$ cat config.mk
export PLATFORM = sky130hd
export DESIGN_NAME = mr_fetch
export DESIGN_NICKNAME = d
export VERILOG_FILES = /design/src/rtl/mr_fetch.sv
export SDC_FILE = /design/constraint.sdc
export NUM_CORES = 1
export LEC_CHECK = 0
export CAP_MARGIN = 25
export CELL_PAD_IN_SITES_DETAIL_PLACEMENT = 0
export CELL_PAD_IN_SITES_GLOBAL_PLACEMENT = 2
export CORE_MARGIN = 10
export CORE_UTILIZATION = 26
export DETAILED_ROUTE_END_ITERATION = 8
export PLACE_DENSITY_LB_ADDON = 0.1
export SLEW_MARGIN = 30
export SYNTH_ARGS = -nofsm -noshare
export SYNTH_HDL_FRONTEND = slang
export SYNTH_SLANG_ARGS = --single-unit
$ cat constraint.sdc
create_clock -name clk -period 6.2 [get_ports clk]
set_clock_uncertainty 0.15 [all_clocks]
set_input_delay 1.86 -clock clk [delete_from_list [all_inputs] [get_ports clk]]
set_output_delay 1.86 -clock clk [all_outputs]
set_load 0.03 [all_outputs]
$ cat src/rtl/mr_fetch.sv
// In-order fetch stage: one outstanding imem read, allocates a retire slot
// in mr_wb per instruction and presents {inst, pc, id} to decode.
`ifndef IMAXLEN
`define IMAXLEN 16
`endif
`ifndef INSTID_BITS
`define INSTID_BITS 4
`endif

module mr_fetch #(
  parameter int ADDR_W = `IMAXLEN,
  parameter logic [ADDR_W-1:0] RESET_PC = '0,
  parameter int INST_W = 32,
  parameter int PC_STEP = 4
) (
  input  logic                    clk,
  input  logic                    rst,
  input  logic                    redirect_valid,
  input  logic [ADDR_W-1:0]       redirect_pc,
  output logic                    imem_req_valid,
  input  logic                    imem_req_ready,
  output logic [ADDR_W-1:0]       imem_req_addr,
  input  logic                    imem_rsp_valid,
  input  logic [INST_W-1:0]       imem_rsp_data,
  input  logic                    inst_buffer_full,
  input  logic [`INSTID_BITS-1:0] next_inst_id,
  output logic                    inst_in,
  output logic [ADDR_W-1:0]       inst_pc,
  output logic                    dec_valid,
  input  logic                    dec_ready,
  output logic [INST_W-1:0]       dec_inst,
  output logic [ADDR_W-1:0]       dec_pc,
  output logic [`INSTID_BITS-1:0] dec_id
);

  typedef enum logic [1:0] {
    S_REQ,
    S_WAIT,
    S_ALLOC,
    S_DRAIN
  } state_e;

  state_e                  state_q;
  logic [ADDR_W-1:0]       pc_q;
  logic [ADDR_W-1:0]       req_addr_q;
  logic                    squash_q;
  logic                    dec_valid_q;
  logic [INST_W-1:0]       dec_inst_q;
  logic [ADDR_W-1:0]       dec_pc_q;
  logic [`INSTID_BITS-1:0] dec_id_q;
  logic [ADDR_W-1:0]       pc_d;

  // pc as it will be after this cycle's redirect (last redirect wins)
  assign pc_d = redirect_valid ? redirect_pc : pc_q;

  assign imem_req_valid = (state_q == S_REQ) && !rst;
  assign imem_req_addr  = req_addr_q;

  assign inst_in = (state_q == S_ALLOC) && !inst_buffer_full &&
                   !redirect_valid && !rst;
  assign inst_pc = pc_q;

  assign dec_valid = dec_valid_q;
  assign dec_inst  = dec_inst_q;
  assign dec_pc    = dec_pc_q;
  assign dec_id    = dec_id_q;

  always_ff @(posedge clk) begin
    if (rst) begin
      state_q     <= S_REQ;
      pc_q        <= RESET_PC;
      req_addr_q  <= RESET_PC;
      squash_q    <= 1'b0;
      dec_valid_q <= 1'b0;
    end else begin
      if (redirect_valid) pc_q <= redirect_pc;
      unique case (state_q)
        S_REQ: begin
          if (imem_req_ready) begin
            state_q <= S_WAIT;
            if (redirect_valid) squash_q <= 1'b1;
          end else if (redirect_valid) begin
            req_addr_q <= redirect_pc;
          end
        end
        S_WAIT: begin
          if (redirect_valid) squash_q <= 1'b1;
          if (imem_rsp_valid) begin
            dec_inst_q <= imem_rsp_data;
            if (squash_q || redirect_valid) begin
              squash_q   <= 1'b0;
              req_addr_q <= pc_d;
              state_q    <= S_REQ;
            end else begin
              state_q <= S_ALLOC;
            end
          end
        end
        S_ALLOC: begin
          if (redirect_valid) begin
            req_addr_q <= redirect_pc;
            state_q    <= S_REQ;
          end else if (!inst_buffer_full) begin
            dec_id_q    <= next_inst_id;
            dec_pc_q    <= pc_q;
            dec_valid_q <= 1'b1;
            pc_q        <= pc_q + ADDR_W'(PC_STEP);
            state_q     <= S_DRAIN;
          end
        end
        S_DRAIN: begin
          // already allocated: a redirect here only retargets the next fetch
          if (dec_ready) begin
            dec_valid_q <= 1'b0;
            req_addr_q  <= pc_d;
            state_q     <= S_REQ;
          end
        end
        default: state_q <= S_REQ;
      endcase
    end
  end

endmodule
==> out/results.ini <==
[layout]
finish.utilization = 0.413
syn_to_final_growth_pct = 55.9
mostFrequentLayoutCell = clkdlybuf4s50_1
antenna_cells = 0
drive_gt1_frac = 0.0825
final_cell_mix = clkdlybuf4s50_1, edfxtp_1, dfxtp_1
fin_cells = 600
nFillCells = 1262
fin_nets = 479

[setup_path]
crit_buf_inv = 2
rrSetupSlack_ps = 3770
crit_path_end_kind = output port
r2r-start = state_q[1]
worstPathRequired_ps = 4190
critPathArrivalTime_ps = 3320
start_kind = input pin
cp_max_fo = 7
critical_path.cell_chain = clkdlybuf4s50_1 > or4b_4 > nor2_1 > buf_12
worstRegToRegCells = 3
max_stage_delay_ps = 630
cp_top_family = simple AND/OR/NAND/NOR gates
r2r_end = dec_pc[3]
slowest_stage = or4b_4
path_class = in2out

[power_and_ir_drop]
p_sw_frac = 0.268
ir_worst_vdd_mv = 0.0944
total_power_w = 0.00139
p_int_w = 0.00102
pwr-share-seq = 0.477
clockPowerShare = 0.369
combPwrFrac = 0.154
p_per_area_nw_per_um2 = 256
power_switching_w = 0.000374
power.leakage_nw = 1.96

[yosys]
syn_area_um2 = 3490
synth_edf_count = 52
synth.distinct_cells = 45
synth_nets = 333
syn_inst = 273
synth-seq-area-share = 0.653
ys_seq_elements = 88
async_reset_ff_frac = 0
synth_area_per_cell_um2 = 12.8
ys.flop_type = edfxtp_1
ys_warn_count = 0

[placement]
post-place-ws_ps = 873
gp_congestion = 0.717
place_inst = 584
hpwl_mm = 8.23
port-buffer-count = 145

[clock_network]
insertion_delay_ps = 340
hold_buffers = 0
clk_path_buf_depth = 2
cts_tree = done
cts_sinks = 88
postCtsSetupBuffers = 0
cts_resized = 0
clockRootBuffer = clkbuf_16
h-tree-depth = 3
clk_pin_slew_worst_paths_ps = 70
numCtsBuffers = 9

[global_route]
grt_pass1_vias = 2722
gr-total-overflow = 0
grt_max_degree = 36
track_usage = 0.119
grt_first_pass_wirelength_mm = 16.8
antenna_found_initial = 0

[timing]
fin_crit_sh = 0.860
finalMaxSlewViolations = 0
worst_pin_slew_ps = 746
fin_ws_ps = 869
max_freq_mhz = 188
rsz0062_at_grt = false
setup_tns_ps = 0
slew_headroom = 0.502
finalHoldViolCount = 0
setup_viol = 0
min_period_ps = 5330

[floorplanning]
die_x_um = 136
die_area_um2 = 18500
initial_core_util = 0.265
fp.dieH_um = 136
ios = 146
core_um2 = 13200
rows = 42

[routing]
vias_per_cell = 4.54
drcViolationCount = 0
drt_iter0_markers = 132
drt_pass1_iterations = 5
wl_per_cell_um = 18.5
vias = 2721
drt_wl_total_mm = 11.1
ant_nets = 0

[min_path]
hold_path_depth = 2
hp-start = dec_valid
min_to = dec_valid
min_path_type = reg2reg

[flow_run]
drv_cap = 0

[status]
outcome = complete, no violations

routing by layer:
layer / vias up / global-route usage / routed length [um]
li1: 1320 / - / -
met1: 1308 / 0.153 / 4920
met5: - / 0 / 0
met4: 0 / 0.0373 / 126
met3: 11 / 0.0421 / 957
met2: 82 / 0.182 / 5120
registers in the layout, summed over array words and instances, names as in the netlist:
register and count:
dec_pc 16, squash_q 1, state_q 2, dec_valid 1, dec_id 4, inst_pc 16, dec_inst 32, imem_req_addr 16
layout make-up:
class                      instances  area [um2]  share of cell area
multi-input combinational        157        1090               0.201
clock buffer                       9         225              0.0413
tap                              176         220              0.0404
inverter                          10        37.5             0.00689
timing repair buffer             153        1530               0.281
clock inverter                     7        56.3              0.0103
sequential                        88        2280               0.419
power by group through the flow:
stage	clock, W	combinational [W]	sequential, W
after global placement	0	0.000216	0.000679
after detailed placement	0	0.000218	0.000679
after global routing	0.000558	0.000233	0.000669
after floorplan	0	0.0000673	0.000717
after CTS	0.000534	0.000218	0.000666
final	0.000515	0.000214	0.000666
worst register-to-register path, delay by kind of cell (launching register included):
kind | cells | cell delay, ps
AND/OR/NAND/NOR | 2 | 1140
flip-flops | 1 | 590
buffers and inverters | 1 | 260
metrics by stage:
step / hold slack, ps / cell area [um2]
CTS: 326 / 5450
detailed placement: 309 / 5170
global route: 353 / 5450
global placement: 322 / 5160
finish: 317 / 5450
floorplan: 319 / 3490
synthesized netlist by cell type, types with 2 or more instances:
library cell / instances / area [um2]
nor3_1: 7 / 35.0
nand3b_1: 2 / 15.0
nor4_1: 3 / 18.8
nor2_1: 18 / 67.6
clkbuf_1: 6 / 22.5
o21bai_1: 2 / 15.0
and3_1: 3 / 18.8
edfxtp_1: 52 / 1560
inv_1: 10 / 37.5
buf_6: 2 / 22.5
o21a_1: 2 / 15.0
mux2_2: 2 / 22.5
a22oi_1: 2 / 15.0
dfxtp_1: 36 / 721
a31oi_1: 3 / 18.8
nand2b_1: 2 / 12.5
buf_2: 8 / 40.0
mux2i_1: 20 / 200
nor4_4: 2 / 42.5
nor2b_1: 4 / 25.0
xor2_1: 3 / 26.3
nand3_1: 3 / 15.0
nand4_1: 4 / 25.0
a211oi_1: 17 / 128
buf_1: 2 / 7.51
a21oi_1: 29 / 145
nor3b_1: 3 / 22.5
nand2_1: 9 / 33.8
how the worst max path moves through the flow:
stage                          start      end  cells after the start
floorplan             redirect_valid  inst_in                      4
global placement    inst_buffer_full  inst_in                      4
detailed placement  inst_buffer_full  inst_in                      4
CTS                 inst_buffer_full  inst_in                      4
global route        inst_buffer_full  inst_in                      4
finish              inst_buffer_full  inst_in                      4
logic make-up after synthesis:
group                      synth area share
DFF                                   0.653
and+or+nand+nor                       0.111
AOI/OAI and AO/OA                     0.118
buffers and inverters                0.0372
muxes                                0.0670
xor gates and xnor gates             0.0100
adders and majority gates           0.00358
Note: power is estimated with default switching activity, not from simulation.
